<file path="src/rtl/key_conditioner.sv">
// -----------------------------------------------------------------------------
// key_conditioner
//
// Purpose:
//   Turns four raw, asynchronous, bouncy push-button levels into clean
//   single-cycle command pulses for the move/rotate/drop logic. Each key has
//   a two-flop synchroniser, a counter debouncer and a small pulse FSM.
//   Left, right and down auto-repeat while held; rotate fires once per press.
//
// Ports:
//   clk             system clock
//   rst             synchronous, active-high reset
//   enable          high while the game is in play; low blocks all pulses
//   key_left_raw    raw button, active-high, asynchronous
//   key_right_raw   raw button, active-high, asynchronous
//   key_rotate_raw  raw button, active-high, asynchronous
//   key_down_raw    raw button, active-high, asynchronous
//   move_left       one-cycle command pulse
//   move_right      one-cycle command pulse
//   rotate          one-cycle command pulse
//   move_down       one-cycle command pulse
//   key_level       debounced levels {down, rotate, right, left}
// -----------------------------------------------------------------------------
module key_conditioner #(
    parameter int DEBOUNCE_CYCLES = 1000000,
    parameter int REPEAT_DELAY    = 25000000,
    parameter int REPEAT_PERIOD   = 8000000,
    parameter int DROP_PERIOD     = 4000000
) (
    input  logic       clk,
    input  logic       rst,
    input  logic       enable,
    input  logic       key_left_raw,
    input  logic       key_right_raw,
    input  logic       key_rotate_raw,
    input  logic       key_down_raw,
    output logic       move_left,
    output logic       move_right,
    output logic       rotate,
    output logic       move_down,
    output logic [3:0] key_level
);

    // Largest timer load value across all keys.
    localparam int MAX_A  = (REPEAT_DELAY > REPEAT_PERIOD) ? REPEAT_DELAY : REPEAT_PERIOD;
    localparam int MAX_T  = (MAX_A > DROP_PERIOD) ? MAX_A : DROP_PERIOD;
    // +1 so that a load value that is an exact power of two still fits.
    localparam int TW     = $clog2(MAX_T + 1);
    // Debounce counter only ever reaches DEBOUNCE_CYCLES-1.
    localparam int DW     = $clog2(DEBOUNCE_CYCLES);

    localparam logic [DW-1:0] DB_LAST  = DW'(DEBOUNCE_CYCLES - 1);
    localparam logic [DW-1:0] DB_ZERO  = {DW{1'b0}};
    localparam logic [DW-1:0] DB_ONE   = DW'(1'b1);
    localparam logic [TW-1:0] TMR_ZERO = {TW{1'b0}};
    localparam logic [TW-1:0] TMR_ONE  = TW'(1'b1);

    // Pulse FSM encoding. HELD is used only by rotate (no auto-repeat).
    localparam logic [1:0] ST_IDLE   = 2'd0;
    localparam logic [1:0] ST_DELAY  = 2'd1;
    localparam logic [1:0] ST_REPEAT = 2'd2;
    localparam logic [1:0] ST_HELD   = 2'd3;

    // Key index order matches key_level: {down, rotate, right, left}.
    logic [3:0] raw_s;
    logic [3:0] sync1_q;
    logic [3:0] sync2_q;
    logic [3:0] db_lvl_s;
    logic [3:0] pulse_s;
    logic       conflict_s;

    assign raw_s = {key_down_raw, key_rotate_raw, key_right_raw, key_left_raw};

    // Two-flop synchroniser for all four raw buttons.
    always_ff @(posedge clk) begin
        if (rst) begin
            sync1_q <= 4'b0000;
            sync2_q <= 4'b0000;
        end else begin
            sync1_q <= raw_s;
            sync2_q <= sync1_q;
        end
    end

    // Left and right held together cancel each other out.
    assign conflict_s = db_lvl_s[0] & db_lvl_s[1];

    for (genvar i = 0; i < 4; i++) begin : g_key
        // Down repeats on its own, faster cadence; rotate never repeats.
        localparam int  KEY_DELAY  = (i == 3) ? DROP_PERIOD : REPEAT_DELAY;
        localparam int  KEY_PERIOD = (i == 3) ? DROP_PERIOD : REPEAT_PERIOD;
        localparam bit  HAS_REPEAT = (i != 2);
        localparam bit  IS_LR      = (i < 2);
        localparam logic [TW-1:0] DELAY_LD  = TW'(KEY_DELAY);
        localparam logic [TW-1:0] PERIOD_LD = TW'(KEY_PERIOD);

        logic          db_q;
        logic          db_d;
        logic [DW-1:0] cnt_q;
        logic [DW-1:0] cnt_d;
        logic          armed_q;
        logic          armed_d;
        logic [1:0]    state_q;
        logic [1:0]    state_d;
        logic [TW-1:0] timer_q;
        logic [TW-1:0] timer_d;
        logic          pulse_q;
        logic          pulse_d;
        logic          pair_block_s;
        logic          hold_s;

        // Debounce: count consecutive cycles the synchronised level disagrees
        // with the debounced level; flip once it has disagreed long enough.
        always_comb begin
            db_d  = db_q;
            cnt_d = cnt_q;
            if (sync2_q[i] == db_q) begin
                cnt_d = DB_ZERO;
            end else if (cnt_q == DB_LAST) begin
                db_d  = ~db_q;
                cnt_d = DB_ZERO;
            end else begin
                cnt_d = cnt_q + DB_ONE;
            end
        end

        // Armed means "a release has been seen since the key was last
        // swallowed by enable being low", so enabling the game with a key
        // already down does not fire it. Left/right conflict keeps the key
        // armed, which makes the surviving key act as a fresh press.
        always_comb begin
            if (!db_q) begin
                armed_d = 1'b1;
            end else if (!enable) begin
                armed_d = 1'b0;
            end else begin
                armed_d = armed_q;
            end
        end

        // Conflict only applies to the left/right pair.
        always_comb begin
            if (IS_LR) begin
                pair_block_s = conflict_s;
            end else begin
                pair_block_s = 1'b0;
            end
        end

        assign hold_s = ~enable | ~armed_q | pair_block_s;

        // Pulse FSM: fire on entry, then re-fire on each timer expiry.
        // The timer is a down-counter that expires when it reads 1.
        always_comb begin
            state_d = state_q;
            timer_d = timer_q;
            pulse_d = 1'b0;
            if (!db_q || hold_s) begin
                state_d = ST_IDLE;
                timer_d = TMR_ZERO;
            end else begin
                case (state_q)
                    ST_IDLE: begin
                        pulse_d = 1'b1;
                        timer_d = DELAY_LD;
                        if (HAS_REPEAT) begin
                            state_d = ST_DELAY;
                        end else begin
                            state_d = ST_HELD;
                        end
                    end
                    ST_DELAY, ST_REPEAT: begin
                        if (timer_q == TMR_ONE) begin
                            state_d = ST_REPEAT;
                            timer_d = PERIOD_LD;
                            pulse_d = 1'b1;
                        end else begin
                            timer_d = timer_q - TMR_ONE;
                        end
                    end
                    ST_HELD: begin
                        state_d = ST_HELD;
                    end
                    default: begin
                        state_d = ST_IDLE;
                        timer_d = TMR_ZERO;
                    end
                endcase
            end
        end

        // Per-key state registers, including the registered output pulse.
        always_ff @(posedge clk) begin
            if (rst) begin
                db_q    <= 1'b0;
                cnt_q   <= DB_ZERO;
                armed_q <= 1'b0;
                state_q <= ST_IDLE;
                timer_q <= TMR_ZERO;
                pulse_q <= 1'b0;
            end else begin
                db_q    <= db_d;
                cnt_q   <= cnt_d;
                armed_q <= armed_d;
                state_q <= state_d;
                timer_q <= timer_d;
                pulse_q <= pulse_d;
            end
        end

        assign db_lvl_s[i] = db_q;
        assign pulse_s[i]  = pulse_q;
    end

    assign move_left  = pulse_s[0];
    assign move_right = pulse_s[1];
    assign rotate     = pulse_s[2];
    assign move_down  = pulse_s[3];
    assign key_level  = db_lvl_s;

endmodule
</file>
<file path="config.mk">
export PLATFORM = sky130hd
export DESIGN_NAME = key_conditioner
export DESIGN_NICKNAME = d
export VERILOG_FILES = /design/src/rtl/key_conditioner.sv
export SDC_FILE = /design/constraint.sdc
export NUM_CORES = 1
export LEC_CHECK = 0
export CAP_MARGIN = 20
export CORE_ASPECT_RATIO = 1.1
export CORE_MARGIN = 5
export CORE_UTILIZATION = 50
export DETAILED_ROUTE_END_ITERATION = 6
export GPL_TIMING_DRIVEN = 1
export PLACE_DENSITY = 0.66
export REMOVE_ABC_BUFFERS = 1
export SETUP_SLACK_MARGIN = 0.5
export SLEW_MARGIN = 25
export SYNTH_ARGS = -nofsm -noshare
export SYNTH_HDL_FRONTEND = slang
export SYNTH_SLANG_ARGS = --single-unit
</file>
<file path="constraint.sdc">
create_clock -name clk -period 6.5 [get_ports clk]
set_clock_uncertainty 0.05 [all_clocks]
set_input_delay 1.3 -clock clk [delete_from_list [all_inputs] [get_ports clk]]
set_output_delay 1.3 -clock clk [all_outputs]
set_load 0.01 [all_outputs]
</file>
==> out/results.ini, run 1 <==
[outcome]
status = finished, final reports clean

[placed_design]
gp_congestion = 0.821
hpwl_um = 12400
placement.io_buffers = 14

[logic_synthesis]
postSynthAreaPerCell_um2 = 8.64
synth_seq_area_share_pct = 42.8
yosys-top-cells-area = dfxtp_1, nor2_1, xor2_1
ys_ff_latch = 208
synth_top_cell_by_area = dfxtp_1
synth_top_flop_cell = dfxtp_1
syn_area_um2 = 9740
synth_cells = 1127
synth.most_common_cell = dfxtp_1
async_flop_share_pct = 0
synth_edf_count = 0
yosys.cell_types.count = 69
yosys_warnings = 0
synth_top_area_share_pct = 42.8
synthTopCellsByCount = dfxtp_1, nor2_1, nand2_1, xor2_1, xnor2_1

[clock_tree]
cts_resized = 0
clk_latency_ns = 0.50
root_buffer = clkbuf_16
cts_setup_buffers = 0
clockBufferDepth = 3
cts_hold_buffers = 0
clock_sinks = 208
cts_tree = yes
h-tree-depth = 1
cts_made_buffers = 23
path_clk_slew_ns = 0.06

[floorplanning]
core_area_um2 = 19200
die_h_um = 156
row_count = 53
initial_core_util_pct = 50.8
die-area_um2 = 22400
die_w_um = 143
ios = 15

[layout]
multiInputGateArea_um2 = 5230
layout.nets = 1151
final.fill_count = 1742
diodes = 0
regArea_um2 = 4160
drive_gt1_share_pct = 6.23
area_growth_pct = 11.4

[detailed_routing]
drc = 0
routed_wl_um = 18600
initialDrtViolationCount = 487
vias = 7619
first_pass_iters = 5
routedWlPerCell_um = 13.4
vias_per_cell = 5.49
antenna_left = 0

[flow_run]
cap_violations = 0

[critical_path]
worstSetupEndpointType = flip-flop
path_max_fanout = 21
cp.required_ns = 6.87
cp_data_arrival_time_ns = 3.78
critPathKind = input pin to flip-flop
critical_path.startpoint_type = input pin

[timing]
fmax_ghz = 0.293
final-setup-viol-count = 0
fin_crit_ns = 3.41
rsz0062_at_grt = no
worst_slew_pin_slew_ns = 0.939
hold_viol_final = 0
setup_tns_ns = 0
drv_slew = 0
period_share_pct = 52.5
whs_ns = 0.383
max_slew_margin_pct = 37.0

[global_route]
busiest_layer = met2
global_route.usage.met3_pct = 2.63
gr-total-overflow = 0
grt_usage_pct = 16.7
antenna_found_initial = 0
grt_use_met2_pct = 27.5
grt_pass1_vias = 7136
grt_start_max_net_pins = 32
grt_pass1_wl_um = 32600
met1_usage_pct = 22.8

[power]
cellLeakagePower_nw = 4.49
p_per_area_nw_per_um2 = 250
ir_drop_mv = 0.277

[hold_path]
min_path_type = flip-flop to flip-flop

-- report_power, final --
part,internal (mW),total [mW],switching (mW)
combinational,0.00683,0.0151,0.00831
sequential,1.28,1.28,0.00254
clock,0.913,1.42,0.507
total,2.20,2.72,0.517
-- placed cells by master, fill, tap and decap left out, drive strengths merged, types with 29 or more instances in the layout --
master  Yosys  final
inv        37     38
nor2      185    185
a21oi      50     50
nand4      34     34
nand2      69     69
nor3       46     46
nor4       36     36
xnor2      64     64
clkbuf     34     29
xor2       68     68
or3        30     30
nand3      52     52
dfxtp     208    208
-- stage by stage --
step	power (mW)	utilization [%]	area (um2)	setup slack [ns]	std cells
2_1_floorplan	1.32	-	9530	3.73	1082
3_3_place_gp	1.32	52.2	10000	2.60	1346
3_5_place_dp	1.33	52.2	10000	2.56	1346
4_1_cts	2.75	56.6	10800	3.09	1387
5_1_grt	2.82	56.6	10800	2.86	1387
6_report	2.72	56.6	10800	3.09	1387
-- state kept, by name, indices dropped and copies added, names as in the netlist --
register,count
g_key.armed_q,4
g_key.cnt_q,80
g_key.db_q,4
g_key.state_q,8
g_key.timer_q,100
move_down,1
move_left,1
move_right,1
rotate,1
sync1_q,4
sync2_q,4
-- routing by layer --
| layer | up-vias | share of wire (%) |
|---|---|---|
| li1 | 3942 | - |
| met1 | 3528 | 48 |
| met2 | 126 | 46 |
| met3 | 23 | 4.1 |
| met4 | 0 | 1.7 |
| met5 | - | 0 |
-- critical path, cell delays in order --
cell,delay (ns)
clkdlybuf4s50_1,0.40
buf_4,0.20
nor2b_1,0.29
nand4b_1,0.73
nor2_1,0.53
o21ai_4,0.17
nor2_1,0.15
-- cells by family after synthesis --
logic type	Yosys count	synth area share (%)
DFF	208	42.8
AOI/OAI and AO/OA	128	8.51
buffers and inverters	82	3.52
and+or+nand+nor	550	30.1
adders and majority gates	20	2.57
muxes	7	0.720
xor gates and xnor gates	132	11.9
-- worst paths after layout --
| kind | from | end | slack [ns] | depth (start not counted) |
|---|---|---|---|---|
| worst max-delay path | rst | g_key[0].timer_q[2] | 3.09 | 7 |
| worst min-delay path | sync1_q[3] | sync2_q[3] | 0.38 | 1 |
| worst max register to register | g_key[0].state_q[0] | g_key[0].timer_q[11] | 3.84 | 6 |
| worst min register to register | sync1_q[3] | sync2_q[3] | 0.38 | 1 |
-- layout make-up --
type | instances | area share [%]
tap | 247 | 2.85
inverter | 37 | 1.28
clock buffer | 29 | 5.70
multi-input combinational | 837 | 48.2
timing repair buffer | 17 | 1.50
sequential | 208 | 38.4
clock inverter | 12 | 2.05
Power figures use the tool's default switching activity.
==> inputs of run 2 (changes only) <==
--- a/config.mk
+++ b/config.mk
@@ -11,7 +11,7 @@
 export CORE_UTILIZATION = 50
 export DETAILED_ROUTE_END_ITERATION = 6
 export GPL_TIMING_DRIVEN = 1
-export PLACE_DENSITY = 0.66
+export PLACE_DENSITY = 0.69
 export REMOVE_ABC_BUFFERS = 1
 export SETUP_SLACK_MARGIN = 0.5
 export SLEW_MARGIN = 25
==> constraint.sdc (replaced) <==
create_clock -name clk -period 3 [get_ports clk]
set_clock_uncertainty 0.05 [all_clocks]
set_input_delay 0.6 -clock clk [delete_from_list [all_inputs] [get_ports clk]]
set_output_delay 0.6 -clock clk [all_outputs]
set_load 0.01 [all_outputs]
==> run 2 against run 1 <==
Net effect:
- die area unchanged
- non-clock buffer count up 15
- sequential share of layout area down 0.43 points
- critical endpoint is now g_key[2].cnt_q[13]
- largest cell class unchanged
==> out/results.ini, run 2 (synthesis gave the netlist of run 1 again) <==
[global_route]
grt_pass1_wl_um = 33000  ; +1.2%
gr-total-overflow = 0  ; unchanged
antenna_found_initial = 0  ; unchanged
grt_pass1_vias = 7291  ; +2.2%
grt_start_max_net_pins = 21  ; -34%
grt_usage_pct = 17.0  ; +0.23 points

[layout]
layout_common_cells = dfxtp_1, nor2_1, nand2_1, xor2_1, xnor2_1
drive_gt1_share_pct = 7.87  ; +1.6 points
diodes = 0  ; unchanged
top_register = g_key.timer_q
area_growth_pct = 12.6
utilization_pct = 57.2  ; +0.64 points
final_cell_count_no_fill = 1404  ; +1.2%
largest_reg_flops = 100  ; unchanged
layout.nets = 1167  ; +1.4%
final_common_cell = dfxtp_1
finalInstanceArea_um2 = 11000  ; +1.1%
largestRegisters = g_key.timer_q: 100 flops, g_key.cnt_q: 80 flops, g_key.state_q: 8 flops

[power]
seqPwrFrac_pct = 47.4  ; +0.2 points
power_mw = 5.86  ; +120%
ir_drop_mv = 0.395  ; +43%
p_int_mw = 4.73  ; +120%
p_per_area_nw_per_um2 = 534  ; +110%
power_switching_mw = 1.13  ; +120%
pwr-share-clk_pct = 52.0  ; -0.3 points
swShare_pct = 19.3  ; +0.20 points
cellLeakagePower_nw = 4.58  ; +2.0%
combPwrFrac_pct = 0.6  ; about the same

[critical_path]
path_max_fanout = 20  ; -4.8%
worstSetupEndpointType = flip-flop
crit_family = simple AND/OR/NAND/NOR gates
cp_data_arrival_time_ns = 2.65  ; -1.13 ns
critical_path.startpoint_type = flip-flop
cpPeakStageDelay_ns = 0.62  ; -0.11 ns
path_cells = ha_1 > nand3_1 > nor4_1 > or3_1 > nor2_1
cp.required_ns = 3.31  ; -3.56 ns
critPathBufInv = 0  ; -2
cpMaxStageDelayCell = or3_1
critPathKind = flip-flop to flip-flop

[outcome]
status = finished, final reports clean

[detailed_routing]
vias = 7679  ; +0.79%
wl_met1_um = 9060  ; +1.6%
highest_layer = met4
drc = 0  ; unchanged
routedWlPerCell_um = 13.5  ; +0.81%
first_pass_iters = 6  ; +1
initialDrtViolationCount = 453  ; -7.0%
route.met2.wl_um = 8960  ; +3.9%
routed_wl_um = 19000  ; +2.0%
wl_met3_um = 625  ; -19%
antenna_left = 0  ; unchanged
vias_per_cell = 5.47  ; -0.43%

[timing]
worst_slew_pin_slew_ns = 0.858  ; -0.0808 ns
whs_ns = 0.385  ; +0.00197 ns
period_share_pct = 77.9
final-setup-viol-count = 0  ; unchanged
setup_ws_ns = 0.662  ; -2.43 ns
setup_tns_ns = 0  ; unchanged
rsz0062_at_grt = no
max_slew_margin_pct = 42.3  ; +5.4 points
fin_crit_ns = 2.34
drv_slew = 0  ; unchanged
hold_viol_final = 0  ; unchanged
fmax_ghz = 0.428

[placed_design]
pre_cts_slack_ns = 0.436  ; -2.13 ns
gp_congestion = 0.853  ; +3.8%
hpwl_um = 12800  ; +3.1%
dp_cells = 1358  ; +0.89%
placed_area_um2 = 10100  ; +0.90%
placement.io_buffers = 14  ; unchanged

[clock_tree]
cts_made_buffers = 24  ; +4.3%
h-tree-depth = 1  ; unchanged
cts_tree = yes
root_buffer = clkbuf_16
clk_latency_ns = 0.50  ; about the same
path_clk_slew_ns = 0.06  ; about the same
clockBufferDepth = 3  ; unchanged
clock_sinks = 208  ; unchanged

[floorplanning]
die-area_um2 = 22400  ; unchanged
row_count = 53  ; unchanged
ios = 15  ; unchanged
initial_core_util_pct = 50.8  ; unchanged
die_h_um = 156  ; unchanged
core_area_um2 = 19200  ; unchanged
die_w_um = 143  ; unchanged

[flow_run]
cap_violations = 0  ; unchanged

[hold_path]
min_path_type = flip-flop to flip-flop

==> run 2: cell count changes in the layout (fill, tap and decap cells not counted), sizes merged <==
cell,before,now
clkinvlp,2,0
clkbuf,29,35
buf,3,18
clkinv,3,5
inv,38,37
bufinv,6,3
==> run 2: metal layers <==
| metal | global-route usage, % | vias up |
|---|---|---|
| met4 | 5.16 | 0 |
| met5 | 0 | - |
| met2 | 28.7 | 106 |
| met1 | 22.4 | 3573 |
| li1 | - | 3966 |
| met3 | 2.54 | 34 |
==> run 2: worst paths after layout <==
path / start / endpoint / slack (ns) / cells past startpoint
setup reg to reg: g_key[2].cnt_q[0] / g_key[2].cnt_q[13] / 0.66 / 5
setup / recovery: g_key[2].cnt_q[0] / g_key[2].cnt_q[13] / 0.66 / 5
hold reg to reg: sync1_q[3] / sync2_q[3] / 0.39 / 1
hold / removal: sync1_q[3] / sync2_q[3] / 0.39 / 1
==> run 2: timing repair <==
item                       4_1_cts  5_1_grt
setup buffers                    0        3
hold endpoints to repair         0        0
hold buffers                     0        0
setup endpoints to repair        0       23
resized for setup                0        2
==> run 2: power by group through the flow <==
stage | Clock (mW) | Combinational, mW | Sequential [mW]
finish | 3.05 | 0.0343 | 2.78
global route | 3.27 | 0.0381 | 2.78
CTS | 3.13 | 0.0347 | 2.78
detailed placement | 0 | 0.0345 | 2.84
global placement | 0 | 0.0340 | 2.84
floorplan | 0 | 0.0161 | 2.84
==> run 2: final cells by class <==
cell class / instances / area (um2)
Fill cell: 1721 / 8200
Multi-Input combinational cell: 837 / 5230
Sequential cell: 208 / 4160
Clock buffer: 35 / 733
Tap cell: 247 / 309
Timing Repair Buffer: 32 / 275
Inverter: 37 / 139
Clock inverter: 8 / 115
